## src/rtl/alu_pkg.sv

```systemverilog
// Shared ALU definitions: operation codes (common with alu_control),
// execution-unit state encoding and shift-step modes.
package alu_pkg;

    localparam int XLEN_DEF = 32;

    localparam logic [3:0] ALU_AND  = 4'b0000;
    localparam logic [3:0] ALU_OR   = 4'b0001;
    localparam logic [3:0] ALU_ADD  = 4'b0010;
    localparam logic [3:0] ALU_XOR  = 4'b0011;
    localparam logic [3:0] ALU_SLL  = 4'b0100;
    localparam logic [3:0] ALU_SRL  = 4'b0101;
    localparam logic [3:0] ALU_SUB  = 4'b0110;
    localparam logic [3:0] ALU_SRA  = 4'b0111;
    localparam logic [3:0] ALU_SLT  = 4'b1000;
    localparam logic [3:0] ALU_SLTU = 4'b1001;

    typedef enum logic [1:0] {
        ST_IDLE  = 2'd0,
        ST_SHIFT = 2'd1,
        ST_DONE  = 2'd2
    } state_t;

    localparam logic [1:0] SH_SLL = 2'd0;
    localparam logic [1:0] SH_SRL = 2'd1;
    localparam logic [1:0] SH_SRA = 2'd2;

    function automatic logic is_shift(input logic [3:0] code);
        return (code == ALU_SLL) || (code == ALU_SRL) || (code == ALU_SRA);
    endfunction

    function automatic logic [1:0] shift_mode(input logic [3:0] code);
        case (code)
            ALU_SRL: return SH_SRL;
            ALU_SRA: return SH_SRA;
            default: return SH_SLL;
        endcase
    endfunction

endpackage

```

## src/rtl/alu_shift_step.sv

```systemverilog
// Combinational single-bit shift used once per cycle by the shift iteration.
module alu_shift_step
    import alu_pkg::*;
#(
    parameter int XLEN = XLEN_DEF
) (
    input  logic [XLEN-1:0] din,
    input  logic [1:0]      mode,
    output logic [XLEN-1:0] dout
);

    // One-bit shift selected by mode; SRA replicates the sign bit.
    always_comb begin
        dout = din;
        case (mode)
            SH_SLL:  dout = {din[XLEN-2:0], 1'b0};
            SH_SRL:  dout = {1'b0, din[XLEN-1:1]};
            SH_SRA:  dout = {din[XLEN-1], din[XLEN-1:1]};
            default: dout = din;
        endcase
    end

endmodule

```

## src/rtl/alu_exec_unit.sv

```systemverilog
// ALU execution unit: one operation per handshake, single-cycle logic and
// arithmetic, iterative one-bit-per-cycle shifts, held result until taken.
//
// state    | meaning
// ---------+-----------------------------------------------------------
// ST_IDLE  | in_ready=1, waiting for in_valid
// ST_SHIFT | shifting result one bit per cycle, count holds bits left
// ST_DONE  | out_valid=1, result/zero/illegal held until out_ready
module alu_exec_unit
    import alu_pkg::*;
#(
    parameter int XLEN = XLEN_DEF,
    parameter int SHW  = $clog2(XLEN)
) (
    input  logic            clk,
    input  logic            rst,
    input  logic            in_valid,
    output logic            in_ready,
    input  logic [3:0]      alucontrol,
    input  logic [XLEN-1:0] op_a,
    input  logic [XLEN-1:0] op_b,
    output logic            out_valid,
    input  logic            out_ready,
    output logic [XLEN-1:0] result,
    output logic            zero,
    output logic            illegal
);

    state_t            state_q, state_n;
    logic [XLEN-1:0]   result_q, result_n;
    logic [SHW-1:0]    count_q, count_n;
    logic [1:0]        mode_q, mode_n;
    logic              illegal_q, illegal_n;

    logic [XLEN-1:0]   alu_res;
    logic              alu_illegal;
    logic [XLEN-1:0]   shifted;
    logic [SHW-1:0]    shamt;

    // Only the low SHW bits of op_b steer a shift; the rest is ignored.
    assign shamt = op_b[SHW-1:0];

    alu_shift_step #(.XLEN(XLEN)) u_shift_step (
        .din  (result_q),
        .mode (mode_q),
        .dout (shifted)
    );

    // Single-cycle result; shift codes pass op_a through for shamt == 0.
    always_comb begin
        alu_res     = '0;
        alu_illegal = 1'b0;
        case (alucontrol)
            ALU_AND:  alu_res = op_a & op_b;
            ALU_OR:   alu_res = op_a | op_b;
            ALU_XOR:  alu_res = op_a ^ op_b;
            ALU_ADD:  alu_res = op_a + op_b;
            ALU_SUB:  alu_res = op_a - op_b;
            ALU_SLL,
            ALU_SRL,
            ALU_SRA:  alu_res = op_a;
            ALU_SLT:  alu_res = {{(XLEN-1){1'b0}}, ($signed(op_a) < $signed(op_b))};
            ALU_SLTU: alu_res = {{(XLEN-1){1'b0}}, (op_a < op_b)};
            default:  alu_illegal = 1'b1;
        endcase
    end

    // Next-state, datapath updates and handshake outputs.
    always_comb begin
        state_n   = state_q;
        result_n  = result_q;
        count_n   = count_q;
        mode_n    = mode_q;
        illegal_n = illegal_q;
        in_ready  = 1'b0;
        out_valid = 1'b0;
        case (state_q)
            ST_IDLE: begin
                in_ready = 1'b1;
                if (in_valid) begin
                    if (is_shift(alucontrol) && (shamt != '0)) begin
                        result_n  = op_a;
                        count_n   = shamt;
                        mode_n    = shift_mode(alucontrol);
                        illegal_n = 1'b0;
                        state_n   = ST_SHIFT;
                    end else begin
                        result_n  = alu_res;
                        illegal_n = alu_illegal;
                        state_n   = ST_DONE;
                    end
                end
            end
            ST_SHIFT: begin
                result_n = shifted;
                count_n  = count_q - SHW'(1);
                if (count_q == SHW'(1)) begin
                    state_n = ST_DONE;
                end
            end
            ST_DONE: begin
                out_valid = 1'b1;
                if (out_ready) begin
                    state_n = ST_IDLE;
                end
            end
            default: state_n = ST_IDLE;
        endcase
    end

    // State and datapath registers; reset discards any in-flight operation.
    always_ff @(posedge clk) begin
        if (rst) begin
            state_q   <= ST_IDLE;
            result_q  <= '0;
            count_q   <= '0;
            mode_q    <= SH_SLL;
            illegal_q <= 1'b0;
        end else begin
            state_q   <= state_n;
            result_q  <= result_n;
            count_q   <= count_n;
            mode_q    <= mode_n;
            illegal_q <= illegal_n;
        end
    end

    assign result  = result_q;
    assign zero    = (result_q == '0);
    assign illegal = illegal_q;

endmodule

```

## config.mk

```make
export PLATFORM = sky130hd
export DESIGN_NAME = alu_exec_unit
export DESIGN_NICKNAME = d
export VERILOG_FILES = /design/src/rtl/alu_pkg.sv /design/src/rtl/alu_shift_step.sv /design/src/rtl/alu_exec_unit.sv
export SDC_FILE = /design/constraint.sdc
export NUM_CORES = 1
export LEC_CHECK = 0
export ABC_AREA = 1
export ABC_CLOCK_PERIOD_IN_PS = 2490
export CORE_MARGIN = 1
export CORE_UTILIZATION = 59
export DETAILED_ROUTE_END_ITERATION = 8
export PLACE_DENSITY_LB_ADDON = 0.15
export SLEW_MARGIN = 30
export SYNTH_ARGS = -nofsm -noshare
export SYNTH_HDL_FRONTEND = slang
export SYNTH_SLANG_ARGS = --single-unit
export TNS_END_PERCENT = 30
```

## constraint.sdc

```tcl
create_clock -name clk -period 2.49 [get_ports clk]
set_clock_uncertainty 0.1 [all_clocks]
set_input_delay 0.498 -clock clk [delete_from_list [all_inputs] [get_ports clk]]
set_output_delay 0.498 -clock clk [all_outputs]
set_load 0.1 [all_outputs]
```

==> results of run 1 <==
## metrics by stage
| stage | std cells | utilization (%) | hold slack [ns] | cell area, sq um |
|---|---|---|---|---|
| CTS | 2232 | 88.8 | 0.400 | 13400 |
| detailed placement | 2214 | 81.5 | 0.392 | 12300 |
| global placement | 2214 | 81.5 | 0.383 | 12300 |
| floorplan | 1685 | - | 0.367 | 9180 |
## logic make-up after synthesis
kind of cell    share of synthesized area [%]
simple gates                             40.2
buf+inv                                  17.7
compound gates                           17.7
fa+ha+maj                                14.8
flops                                    9.25
xor+xnor                                0.482
## what timing repair did
action	in CTS
gates resized for setup	253
pin swaps	52
buffers inserted	11
hold buffers	0
endpoints found under the setup margin	30
## cells in the mapped netlist (3+ instances only)
cell type  count
buf_2         32
o21ai_0       65
nand3_1      133
ha_1         104
nand2_2       11
nor2_4         4
inv_2         12
nor3_1        22
and3_1         5
a21oi_2        4
nand3_2        7
nor4_1        10
buf_6          8
a31oi_1        6
a21oi_1      119
o211ai_1       3
xor2_1         4
nand2_1      506
nor2_2         9
buf_4          9
o21ai_1        3
nand4_1       16
o21bai_1       7
inv_1        316
clkbuf_1       9
a211oi_1      19
nor2_1       128
dfxtp_1       42
o22ai_1       47
## layer usage
metal	GRT usage [%]	GRT overflow
met1	86.2	10
met2	109	353
met3	74.4	6
met4	103	174
met5	32.5	2
==> flow_metrics.env, run 1 <==
export IMPL_synthesized_instance_count=1685
export IMPL_synth_enable_flop_cells=0
export IMPL_clock_sink_count=42
export IMPL_place_gp_congestion=1.08
export IMPL_dieWidth_microns=126
export IMPL_stopped_at="global routing"
export IMPL_core_rowCount=45
export IMPL_yosys_top_cells_area="nand2_1 21%, ha_1 14%, inv_1 13%, dfxtp_1 9.2%, nand3_1 7.3%"
export IMPL_firstError="[ERROR GRT-0232] Routing congestion too high. Check the congestion heatmap in the GUI."
export IMPL_yosysTopAreaCell="nand2_1"
export IMPL_synth_seq_area_share_pct=9.25
export IMPL_synth_seq_cells=42
export IMPL_postSynth_asyncResetShare_pct=0
export IMPL_total_congestion_overflow=545
export IMPL_combined_global_route_utilization_of_all_metal_layers_pct=90.7
export IMPL_synth_avg_cell_area_sq_um=5.40
export IMPL_cts_inserted_buffers=5
export IMPL_root_buffer="clkbuf_16"
export IMPL_grt_start_max_net_pins=36
export IMPL_result_of_the_run="aborted with a tool error"
export IMPL_preCtsSetupSlack_ns=-0.596
export IMPL_initial_core_util_pct=60.0
export IMPL_synth_top_cell_area_share_pct=20.9
export IMPL_detailed_placement_wirelength_estimate_microns=30200
export IMPL_ys_flop_type="dfxtp_1"
export IMPL_synth_warnings=0
export IMPL_worst_end_pin_type="register input"
export IMPL_clockBufferDepth=2
export IMPL_netlist_cell_type_count=46
export IMPL_portBuffers=107
export IMPL_postGrtWorstEndpoint="result[15]$_SDFFE_PP0P_/D"
export IMPL_post_synth_instance_area_sq_um=9090
export IMPL_syn_num_nets=1863
export IMPL_h_tree_depth=2
export IMPL_top_level_ports=108
export IMPL_dieHeight_microns=126
==> run 2, diff against run 1 <==
--- a/config.mk
+++ b/config.mk
@@ -8,7 +8,7 @@
 export ABC_AREA = 1
 export ABC_CLOCK_PERIOD_IN_PS = 2490
 export CORE_MARGIN = 1
-export CORE_UTILIZATION = 59
+export CORE_UTILIZATION = 40
 export DETAILED_ROUTE_END_ITERATION = 8
 export PLACE_DENSITY_LB_ADDON = 0.15
 export SLEW_MARGIN = 30
==> flow_metrics.env, run 2 <==
export IMPL_result_of_the_run="finished with violations"
export IMPL_violations_in_the_final_reports="DRC"
export IMPL_dieWidth_microns=153
export IMPL_root_buffer="clkbuf_16"
export IMPL_initial_core_util_pct=41.3
export IMPL_detailed_placement_wirelength_estimate_microns=33300
export IMPL_finalCoreUtilization_pct=64.2
export IMPL_dieHeight_microns=153
export IMPL_detailedRoute_firstIterationViolations=1019
export IMPL_postSynth_asyncResetShare_pct=0
export IMPL_synth_seq_area_share_pct=9.25
export IMPL_power_ir_vdd_worst_uv=251
export IMPL_worst_setup_path_type="in2reg"
export IMPL_cts_inserted_buffers=5
export IMPL_power_share_combinational_pct=69.1
export IMPL_routed_wire_length_per_instance_microns=17.4
export IMPL_syn_num_nets=1863
export IMPL_setup_violations_final=0
export IMPL_leakagePower_nw=7.63
export IMPL_h_tree_depth=2
export IMPL_initial_antenna_violation_count=0
export IMPL_total_congestion_overflow=0
export IMPL_worst_slew_pin_transition_ns=0.606
export IMPL_most_common_library_cell_in_the_layout_ignoring_fill_and_taps="nand2_1"
export IMPL_total_switching_power_mw=2.46
export IMPL_fin_total_pwr_mw=4.81
export IMPL_drcViolationCount=6
export IMPL_area_used_by_multi_input_combinational_logic_sq_um=7960
export IMPL_synth_avg_cell_area_sq_um=5.40
export IMPL_grt_start_max_net_pins=29
export IMPL_synth_seq_cells=42
export IMPL_power_switching_share_pct=51.1
export IMPL_cts_tree="yes"
export IMPL_syn_to_final_growth_pct=55.6
export IMPL_synthesized_instance_count=1685
export IMPL_drt_first_pass_iters=7
export IMPL_largest_register_ff_count=32
export IMPL_antenna_left=0
export IMPL_routed_wirelength_microns=40500
export IMPL_synth_enable_flop_cells=0
export IMPL_critical_path_peak_fanout=6
export IMPL_power_clock_fraction_pct=13.7
export IMPL_antenna_cells_inserted=0
export IMPL_clk_insertion_delay_late_ns=0.29
export IMPL_clockBufferDepth=2
export IMPL_setup_worst_path_end_class="flip-flop"
export IMPL_combined_global_route_utilization_of_all_metal_layers_pct=34.3
export IMPL_synth_warnings=0
export IMPL_global_route_usage_met3_pct=7.48
export IMPL_clkTransAtPathRegs_ns=0.06
export IMPL_powerDensity_nw_per_um2=340
export IMPL_post_synth_instance_area_sq_um=9090
export IMPL_dominant_cell_by_count_in_the_synthesized_netlist="nand2_1"
export IMPL_final_fill_count=2167
export IMPL_ys_flop_type="dfxtp_1"
export IMPL_fmax_mhz=415
export IMPL_timing_final_crit_period_ns=2.41
export IMPL_cts_hold_fix_buffers=0
export IMPL_finalCritPeriodShare_pct=96.7
export IMPL_power_sequential_fraction_pct=17.2
export IMPL_holdCritPathClass="reg2reg"
export IMPL_grt_first_pass_wirelength_microns=62700
export IMPL_register_area_sq_um=913
export IMPL_top_level_ports=108
export IMPL_max_slew_margin_rel_pct=59.5
export IMPL_clock_sink_count=42
export IMPL_grtUsageMet1_pct=42.6
export IMPL_routed_via_count=12268
export IMPL_hold_violations=0
export IMPL_worst_endpoint_required_ns=2.56
export IMPL_timing_max_cap_violations=0
export IMPL_grt_met2_usage_pct=55.7
export IMPL_yosysTopAreaCell="nand2_1"
export IMPL_p_int_mw=2.35
export IMPL_drive_above_1_share_pct=36.7
export IMPL_netlist_cell_type_count=46
export IMPL_die_area_sq_um=23300
export IMPL_synth_top_cell_area_share_pct=20.9
export IMPL_worst_setup_path_start_kind="primary input"
export IMPL_timing_max_transition_violations_final=0
export IMPL_worst_endpoint_arrival_ns=2.48
export IMPL_synth_cells_most_frequent="506 x nand2_1, 316 x inv_1, 133 x nand3_1, 128 x nor2_1, 119 x a21oi_1"
export IMPL_portBuffers=107
export IMPL_avgViaCountPerCell=5.26
export IMPL_mostFrequentLayoutCells="425 x nand2_1, 326 x buf_4, 240 x inv_1"
export IMPL_first_global_vias=11780
export IMPL_core_region_area_sq_um=22000
export IMPL_num_nets_final=2229
export IMPL_place_gp_congestion=1.01
export IMPL_core_rowCount=54
export IMPL_top_usage_layer="met2"
export IMPL_yosys_top_cells_area="nand2_1 21%, ha_1 14%, inv_1 13%, dfxtp_1 9.2%, nand3_1 7.3%"
[run 2: cell counts after synthesis]
Identical to the previous run, type by type.
[run 2: logic make-up after synthesis]
group	share of synthesized area, %
AND/OR/NAND/NOR	40.2
XOR/XNOR	0.482
flip-flops	9.25
adder cells (fa/ha/maj)	14.8
AO/OA/AOI/OAI	17.7
buffers and inverters	17.7
[run 2: what timing repair did]
action,in CTS,in global routing
resized for setup,286,177
pin swaps,60,65
setup endpoints to repair,31,34
buffers inserted,3,3
[run 2: layout make-up]
class / instances / share of cell area (%)
inverters: 329 / 8.74
multi-input cells: 1253 / 56.2
clock inverters: 2 / 0.0973
repair buffers: 420 / 25.1
flip-flops and latches: 42 / 6.45
clock buffers: 6 / 0.911
well taps: 280 / 2.48
[run 2: critical path: stages]
cell and delay, ns:
clkdlybuf4s50_1 0.58, inv_1 0.08, nand2_1 0.13, nor2_4 0.06, buf_4 0.18, nand2_1 0.07
o221ai_1 0.18, a31oi_1 0.19, nand4_1 0.28, nand2_1 0.16, a21oi_1 0.07
[run 2: final timing paths]
| kind | start | cells past startpoint | endpoint | slack (ns) |
|---|---|---|---|---|
| max | alucontrol[3] | 11 | result[13]$_SDFFE_PP0P_ | 0.08 |
| min | count_q[3]$_SDFFE_PP0P_ | 2 | count_q[3]$_SDFFE_PP0P_ | 0.39 |
| max reg2reg | state_q[0]$_SDFFE_PP0P_ | 9 | state_q[1]$_SDFFE_PP0P_ | 0.24 |
| min reg2reg | count_q[3]$_SDFFE_PP0P_ | 2 | count_q[3]$_SDFFE_PP0P_ | 0.39 |
[run 2: per-stage QoR]
stage | setup TNS, ns | hold slack (ns) | cells | worst slack [ns] | area (sq um)
after CTS | -0.0579 | 0.393 | 2329 | -0.0243 | 13600
after global placement | -17.95 | 0.384 | 2319 | -0.838 | 12600
after floorplan | -0.0678 | 0.367 | 1685 | -0.0678 | 9180
after global routing | -0.00466 | 0.407 | 2332 | -0.00287 | 14200
after detailed placement | -18.69 | 0.384 | 2319 | -0.831 | 12600
final | 0 | 0.393 | 2332 | 0.0816 | 14200
[run 2: per-layer routing]
metal  wire length, microns  vias up
met5                      0        -
met4                   2130        0
met3                   3120      118
met2                  18100      453
met1                  17100     5623
li1                       -     6074
[run 2: power by group through the flow]
| stage | registers (mW) | logic, mW | clock network (mW) |
|---|---|---|---|
| floorplan | 1.20 | 1.31 | 0 |
| global placement | 0.838 | 2.87 | 0 |
| detailed placement | 0.836 | 2.89 | 0 |
| CTS | 0.823 | 3.15 | 0.664 |
| global route | 0.836 | 3.57 | 0.698 |
| finish | 0.829 | 3.32 | 0.658 |
No activity file was read; power rests on OpenSTA's default activity.
==> run 3, diff against run 2 <==
--- a/config.mk
+++ b/config.mk
@@ -6,8 +6,8 @@
 export NUM_CORES = 1
 export LEC_CHECK = 0
 export ABC_AREA = 1
-export ABC_CLOCK_PERIOD_IN_PS = 2490
-export CORE_MARGIN = 1
+export ABC_CLOCK_PERIOD_IN_PS = 2100
+export CORE_MARGIN = 5
 export CORE_UTILIZATION = 40
 export DETAILED_ROUTE_END_ITERATION = 8
 export PLACE_DENSITY_LB_ADDON = 0.15
==> constraint.sdc (replaced) <==
create_clock -name clk -period 2.1 [get_ports clk]
set_clock_uncertainty 0.1 [all_clocks]
set_input_delay 0.42 -clock clk [delete_from_list [all_inputs] [get_ports clk]]
set_output_delay 0.42 -clock clk [all_outputs]
set_load 0.1 [all_outputs]
==> flow_metrics.env, run 3 (synthesis gave the netlist of run 2 again) <==
export IMPL_antenna_cells_inserted=0
export IMPL_critical_path_peak_fanout=2
export IMPL_final_fill_count=2024
export IMPL_top_level_ports=108
export IMPL_routed_wire_length_per_instance_microns=17.0
export IMPL_max_slew_margin_rel_pct=69.0
export IMPL_dieWidth_microns=161
export IMPL_largest_register_ff_count=32
export IMPL_cp_common_cell="nor4_4"
export IMPL_power_clock_fraction_pct=14.2
export IMPL_finalCritPeriodShare_pct=99.8
export IMPL_first_global_vias=11912
export IMPL_core_rowCount=55
export IMPL_cts_tree="yes"
export IMPL_initial_antenna_violation_count=0
export IMPL_grt_start_max_net_pins=43
export IMPL_fmax_mhz=477
export IMPL_clockBufferDepth=2
export IMPL_rsz0062_at_grt="yes"
export IMPL_fin_total_pwr_mw=6.35
export IMPL_mostFrequentLayoutCells="361 x buf_4, 329 x nand2_1, 204 x inv_1"
export IMPL_preCtsSetupSlack_ns=-1.04
export IMPL_setup_slack_ns=0.00475
export IMPL_power_switching_share_pct=49.7
export IMPL_antenna_left=0
export IMPL_cts_hold_fix_buffers=0
export IMPL_total_congestion_overflow=0
export IMPL_h_tree_depth=2
export IMPL_detailedRoute_firstIterationViolations=830
export IMPL_avgViaCountPerCell=5.29
export IMPL_worst_slew_pin_transition_ns=0.464
export IMPL_portBuffers=107
export IMPL_routed_wirelength_microns=40800
export IMPL_drt_first_pass_iters=5
export IMPL_dieHeight_microns=161
export IMPL_power_sequential_fraction_pct=15.4
export IMPL_die_area_sq_um=25800
export IMPL_timing_critical_path_cells="nor4_4 -> nand4_1 -> nor4_4 -> buf_12"
export IMPL_initial_core_util_pct=40.4
export IMPL_detailed_placement_wirelength_estimate_microns=32200
export IMPL_routed_via_count=12686
export IMPL_place_gp_congestion=1.00
export IMPL_grt_first_pass_wirelength_microns=61600
export IMPL_core_region_area_sq_um=22500
export IMPL_clkTransAtPathRegs_ns=0.06
export IMPL_drcViolationCount=0
export IMPL_syn_to_final_growth_pct=70.9
export IMPL_finalCoreUtilization_pct=69.1
export IMPL_critical_path_slowest_cell="dfxtp_4"
export IMPL_power_ir_vdd_worst_uv=374
export IMPL_worst_endpoint_required_ns=1.58
export IMPL_setup_violations_final=0
export IMPL_num_nets_final=2291
export IMPL_holdCritPathClass="reg2reg"
export IMPL_combined_global_route_utilization_of_all_metal_layers_pct=29.3
export IMPL_p_int_mw=3.19
export IMPL_setup_reg_to_reg_worst_slack_ns=0.16
export IMPL_timing_max_transition_violations_final=0
export IMPL_worst_setup_path_start_kind="flip-flop"
export IMPL_cts_inserted_buffers=5
export IMPL_most_common_library_cell_in_the_layout_ignoring_fill_and_taps="buf_4"
export IMPL_setup_worst_path_end_class="output pin"
export IMPL_power_share_combinational_pct=70.4
export IMPL_register_area_sq_um=916
export IMPL_worst_setup_path_type="reg2out"
export IMPL_total_switching_power_mw=3.16
export IMPL_root_buffer="clkbuf_16"
export IMPL_timing_max_cap_violations=0
export IMPL_timing_final_crit_period_ns=2.10
export IMPL_clock_sink_count=42
export IMPL_area_used_by_multi_input_combinational_logic_sq_um=8920
export IMPL_hold_violations=0
export IMPL_worst_endpoint_arrival_ns=1.58
export IMPL_slowest_delay_ns=0.35
export IMPL_result_of_the_run="finished, final reports clean"
export IMPL_powerDensity_nw_per_um2=409
export IMPL_clk_insertion_delay_late_ns=0.29
export IMPL_leakagePower_nw=7.96
export IMPL_drive_above_1_share_pct=51.6
run 3: cell types whose count changed in the layout (fill, tap and decap cells not counted), sizes merged:
cell / change
dlymetal6s2s: -30
clkbuf: +36
dlygate4sd2: -24
bufinv: +1
clkdlybuf4s50: -7
inv: -1
buf: +87
run 3: worst paths after layout:
kind                           start                       to  depth (start not counted)
max           result[7]$_SDFFE_PP0P_                     zero                          4
min          count_q[3]$_SDFFE_PP0P_  count_q[3]$_SDFFE_PP0P_                          2
max reg2reg   mode_q[0]$_SDFFE_PP0P_  result[19]$_SDFFE_PP0P_                          8
min reg2reg  count_q[3]$_SDFFE_PP0P_  count_q[3]$_SDFFE_PP0P_                          2
run 3: worst max-delay path, delay by kind of cell (launching register included):
kind | cells | cell delay (ns)
flops | 1 | 0.35
simple gates | 3 | 0.72
buf+inv | 1 | 0.21
run 3: metal layers:
metal | track usage [%] | vias up | part of all wire (%)
li1 | - | 6207 | -
met1 | 39.9 | 5898 | 44
met2 | 47.7 | 502 | 45
met3 | 4.46 | 79 | 7.6
met4 | 8.92 | 0 | 3.4
met5 | 0 | - | 0
run 3: metrics by stage:
stage | hold slack [ns] | instance area [sq um] | cells | setup TNS [ns]
global route | 0.422 | 15500 | 2399 | -0.772
floorplan | 0.367 | 9180 | 1685 | -0.659
finish | 0.400 | 15500 | 2399 | 0
CTS | 0.404 | 14700 | 2382 | -0.129
detailed placement | 0.392 | 12800 | 2339 | -28.35
global placement | 0.387 | 12800 | 2339 | -28.26
run 3: cell type report:
type,instances,area share (%)
clock buffers,6,0.829
clock inverters,2,0.217
inverters,329,8.22
multi-input cells,1253,57.4
flip-flops and latches,42,5.89
well taps,285,2.29
repair buffers,482,25.2
run 3: power groups by stage:
| stage | logic, mW | clock network, mW | registers (mW) |
|---|---|---|---|
| CTS | 4.03 | 0.905 | 0.977 |
| finish | 4.47 | 0.901 | 0.980 |
| detailed placement | 3.47 | 0 | 0.989 |
| global placement | 3.45 | 0 | 0.987 |
| floorplan | 1.56 | 0 | 1.42 |
| global route | 4.76 | 0.944 | 0.991 |
run 3: timing repair:
item | 4_1_cts | 5_1_grt
endpoints found under the setup margin | 38 | 32
setup buffers | 35 | 17
pin swaps | 144 | 185
resized for setup | 583 | 381
==> RTL change 1 (config.mk and constraints of run 2) <==
Remove the case item `ALU_SUB` of the case on `alucontrol`.
--- a/src/rtl/alu_exec_unit.sv
+++ b/src/rtl/alu_exec_unit.sv
@@ -56,5 +56,4 @@
             ALU_XOR:  alu_res = op_a ^ op_b;
             ALU_ADD:  alu_res = op_a + op_b;
-            ALU_SUB:  alu_res = op_a - op_b;
             ALU_SLL,
             ALU_SRL,
Formal check against the unedited RTL: not equivalent (a bounded check fails within 4 cycles, from zero or initial values and one cycle with rst high).
==> RTL change 1 against run 2 <==
  * Setup slack got worse by 52 ps
  * Register-to-register slack better by 150 ps
  * Wire length fell by 29%
  * Design area is 17% lower
  * Synthesized area down 20%
  * Power is 13% lower
  * First-iteration DRC count down 38%
  * Sequential cell count did not move
  * Largest power group unchanged
==> RTL change 1: results (changes against run 2) <==
Run status
  • Status: complete, no violations (was finished with violations)

Min path
  • Min-Delay Endpoint: count_q[4] (was count_q[3])
  • Hold Startpoint: count_q[4] (was count_q[3])

Synth
  • Post-synth cell types: 53 (was 46)
  • Total nets after synthesis: 1,396 (was 1,863)
  • Cells after Synth: 1,222 (was 1,685)
  • Post-synthesis xor/xnor area fraction: 0.604% (was 0.482%)
  • Adder-cell share of the synthesized area: 17.7% (was 14.8%)
  • Area contributors post-synth: nand2_1, ha_1, dfxtp_1 (was nand2_1, ha_1, inv_1)
  • Sequential fraction of the synthesis area: 11.6% (was 9.25%)
  • Post-synthesis compound-gate area fraction: 21.8% (was 17.7%)

Final layout
  • Share of cells above drive strength 1: 40.4% (was 36.7%)
  • Finished Layout Cells: 1,791 (was 2,332)
  • Total Nets Final: 1,739 (was 2,229)

Power
  • Total Power: 4.19 mW (was 4.81 mW)
  • Worst vdd ir: 0.361 mV (was 0.251 mV)
  • Clock Power: 0.877 mW (was 0.658 mW)
  • P_sw: 1.84 mW (was 2.46 mW)
  • Leak: 6.22 nW (was 7.63 nW)

Setup path
  • R2r endpoint: result[0] (was state_q[1])
  • Arrival time worst endpoint: 2520 ps (was 2480 ps)
  • Critical path endpoint: result[7] (was result[13])
  • Largest stage delay, worst path: 520 ps (was 580 ps)
  • Register-to-Register Path Depth: 8 (was 9)
  • Peak fanout along the critical path: 10 (was 6)
  • CP startpoint: alucontrol[2] (was alucontrol[3])

GRT
  • Global-route wire length before repair: 45.2 mm (was 62.7 mm)
  • Met2 usage: 53.2% (was 55.7%)
  • Met3 Resource Use GR: 4.19% (was 7.48%)
  • Maximum number of pins on one net before global-route repair: 47 (was 29)
  • Vias in the first global route: 9,104 (was 11,780)
  • Tot GR Track Use: 31.0% (was 34.3%)

Drt
  • Met3 wire len: 1.52 mm (was 3.12 mm)
  • DRT Wirelength: 28.9 mm (was 40.5 mm)
  • Metal2 WL: 14.0 mm (was 18.1 mm)
  • Routed vias: 9,405 (was 12,268)
  • DRT Pass-1 Iters: 5 (was 7)
  • Met1 wire length: 12.1 mm (was 17.1 mm)
  • Initial drt markers: 632 (was 1,019)

Placed design
  • Post-Place Cell Area: 0.0103 sq mm (was 0.0126 sq mm)
  • RePlAce Congestion: 0.968 (was 1.01)
  • Place WS: -676 ps (was -831 ps)
  • DP HPWL: 22.1 mm (was 33.3 mm)

Timing
  • Final worst-path cycle share: 98.8% (was 96.7%)
  • Slew @ Worst Pin: 561 ps (was 606 ps)
## RTL change 1: changes by cell type after synthesis, moves of 31 or more
cell	before	now
nand3_1	133	65
a21oi_1	119	83
o21ai_0	65	34
nor2_1	128	61
nand2_1	506	368
inv_1	316	215
## RTL change 1: per-stage QoR
step	TNS (ps)	hold slack [ps]	utilization (%)
after global routing	-309	412	67.4
final	0	397	67.4
after detailed placement	-15920	386	58.7
after global placement	-15120	387	58.7
after CTS	-60.4	398	63.5
after floorplan	0	367	-
## RTL change 1: area by class of cell
class | count | area (sq um)
Clock buffer | 6 | 139
Clock inverter | 2 | 60.1
Tap cell | 225 | 282
Fill cell | 1547 | 5690
Inverter | 229 | 867
Timing Repair Buffer | 373 | 3120
Sequential cell | 42 | 841
Multi-Input combinational cell | 914 | 6470
## RTL change 1: timing repair
| item | 4_1_cts | 5_1_grt |
|---|---|---|
| buffers inserted | 6 | 10 |
| resized for setup | 153 | 233 |
| endpoints found under the setup margin | 28 | 34 |
| pin swaps | 31 | 70 |
==> RTL change 2 (flow settings as in run 2) <==
Without the edit above. The package constant `XLEN_DEF` goes from 32 to 64.
--- a/src/rtl/alu_pkg.sv
+++ b/src/rtl/alu_pkg.sv
@@ -3,5 +3,5 @@
 package alu_pkg;
 
-    localparam int XLEN_DEF = 32;
+    localparam int XLEN_DEF = 64;
 
     localparam logic [3:0] ALU_AND  = 4'b0000;
Ports: changed (resized op_a, op_b and result); port bits go from 108 to 204. The function was not compared with the original's and may differ.
==> RTL change 2 against run 2 <==
  * The flow finishes with violations (setup timing)
  * Setup slack got worse by 110 ps
  * Register-to-register slack got worse by 90 ps
  * Via count rose by 130%
  * Power rose by 140%
  * Die area rose by 110%
  * Largest power group unchanged
  * Wire length rose to 2.5 times the old value
  * Design area rose by 130%
  * Core utilization rose by 4.6 points
  * Sequential power rose by 88%
  * Synthesized area rose by 110%
  * Cell count rose by 120%
  * Combinational power rose to 2.6 times the old value
  * Sequential cell count rose by 33
==> RTL change 2: results (changes against run 2) <==
Final layout
  • Max reg flops: 64 (was 32)
  • Total Nets Final: 4,952 (was 2,229)
  • Filler Cell Count: 4,326 (was 2,167)
  • Share of cells above drive strength 1: 48.8% (was 36.7%)

Run status
  • Status: finished with violations (unchanged)
  • Failing checks: setup timing (was DRC)

Clocking
  • Clk pin slew, worst setup/hold paths: 70 ps
  • Inserted Clock Buffers: 9 (was 5)
  • H-tree levels: 3 (was 2)
  • Worst skew pair latency: 350 ps (was 290 ps)
  • Clock buffer depth: 2 (unchanged)
  • CTS Root Cell: clkbuf_16 (unchanged)

Drt
  • Initial drt markers: 3,089 (was 1,019)
  • Vias per cell: 5.42 (was 5.26)
  • WL per Instance: 19.5 microns (was 17.4 microns)
  • DRT Pass-1 Iters: 5 (was 7)
  • DRT Wirelength: 102 mm (was 40.5 mm)

Placed design
  • Port Buffer Count: 203 (was 107)
  • Post-Place Cell Area: 0.0272 sq mm (was 0.0126 sq mm)
  • DP HPWL: 81.6 mm (was 33.3 mm)
  • Total placed cells including tap cells: 5,122 (was 2,319)
  • RePlAce Congestion: 1.08 (was 1.01)

Timing
  • Hold WS: 421 ps (was 393 ps)
  • Post-route setup slack: -29.5 ps (was 81.6 ps)
  • Final setup vio count: 5 (was 0)
  • Relative slew slack: 54.5% (was 59.5%)

Synth
  • Ys flop type: dfxtp_1 (unchanged)
  • Total nets after synthesis: 4,018 (was 1,863)
  • Syn_area_per_cell: 5.25 sq um (was 5.40 sq um)
  • Ys async rst share: 0% (unchanged)
  • Post-synth cell types: 51 (was 46)
  • Commonest cells post-synth: nand2_1, inv_1, nand3_1 (unchanged)
  • Synth warnings: 0 (unchanged)
  • Area contributors post-synth: nand2_1, inv_1, ha_1 (was nand2_1, ha_1, inv_1)
  • Sequential fraction of the synthesis area: 7.76% (was 9.25%)

Setup path
  • CP startpoint: op_a[55] (was alucontrol[3])
  • Arrival time worst endpoint: 2710 ps (was 2480 ps)
  • Critical path endpoint: result[59] (was result[13])
  • R2r endpoint: result[53] (was state_q[1])
  • R2R Setup Slk: 150 ps (was 240 ps)
  • CP max stage cell: a21oi_1 (was clkdlybuf4s50_1)
  • Peak fanout along the critical path: 3 (was 6)
  • Register-to-Register Path Depth: 7 (was 9)
  • Worst R2R Start: state_q[1] (was state_q[0])
  • Largest stage delay, worst path: 290 ps (was 580 ps)

Power
  • Leak: 17.4 nW (was 7.63 nW)
  • Worst vdd ir: 0.358 mV (was 0.251 mV)

Min path
  • Hold Startpoint: op_b[0] (was count_q[3])
  • HP Class: in -> reg (was reg -> reg)

GRT
  • Tot GR Track Use: 39.4% (was 34.3%)
  • Global-route wire length before repair: 150 mm (was 62.7 mm)
  • Vias in the first global route: 25,883 (was 11,780)
  • Initial antenna violation count: 0 (unchanged)
  • Maximum number of pins on one net before global-route repair: 67 (was 29)
[RTL change 2: power by group]
group,switching [mW],total [mW],internal [mW]
logic,5.38,8.66,3.28
clock network,0.606,1.40,0.795
registers,0.209,1.56,1.35
total,6.20,11.6,5.42
[RTL change 2: logic make-up after synthesis]
family          Yosys count  synth area share (%)
simple gates           1919                  42.4
fa+ha+maj               201                  13.1
compound gates          583                  17.9
xor+xnor                  4                 0.181
buf+inv                 899                  18.7
flops                    75                  7.76
[RTL change 2: worst min-delay path by stage]
stage / endpoint / depth (start not counted)
final: count_q[0] / 3
after global routing: count_q[0] / 3
after CTS: count_q[0] / 3
after detailed placement: result[15] / 2
after global placement: result[13] / 2
after floorplan: count_q[2] / 2
[RTL change 2: area by class of cell]
| class | instances | area [sq um] | area share [%] |
|---|---|---|---|
| Multi-Input combinational cell | 2707 | 19000 | 57.8 |
| Timing Repair Buffer | 1059 | 8410 | 25.6 |
| Inverter | 763 | 2890 | 8.77 |
| Sequential cell | 75 | 1500 | 4.57 |
| Tap cell | 615 | 769 | 2.34 |
| Clock buffer | 9 | 225 | 0.685 |
| Clock inverter | 7 | 82.6 | 0.251 |
| Antenna cell | 1 | 2.50 | 0.00761 |
[RTL change 2: timing repair]
item / 4_1_cts / 5_1_grt
resized for setup: 1115 / 663
buffers inserted: 62 / 37
endpoints found under the setup margin: 64 / 60
pin swaps: 261 / 325
gates cloned: 1 / 0
[RTL change 2: critical path: cells and delay by family]
| kind | cells | cell delay (ps) |
|---|---|---|
| AOI/OAI and AO/OA | 5 | 1000 |
| adders and majority gates | 1 | 200 |
| buffers and inverters | 3 | 570 |
| and+or+nand+nor | 6 | 430 |
[RTL change 2: per-layer routing]
metal	vias to the layer above	GRT usage, %	share of wire (%)
met5	-	0	0
met4	0	14.4	4.5
met3	250	5.87	11
met2	1548	61.3	43
met1	13090	54.8	42
li1	13497	-	-
[RTL change 2: metrics by stage]
stage               setup slack (ps)  setup TNS [ps]  power, mW
floorplan                       -449            -449       5.33
global placement                -959          -50800       8.40
detailed placement              -979          -52130       8.42
CTS                            -20.1           -44.8       10.8
global route                   -87.1           -1000       12.1
finish                         -29.5           -87.5       11.6
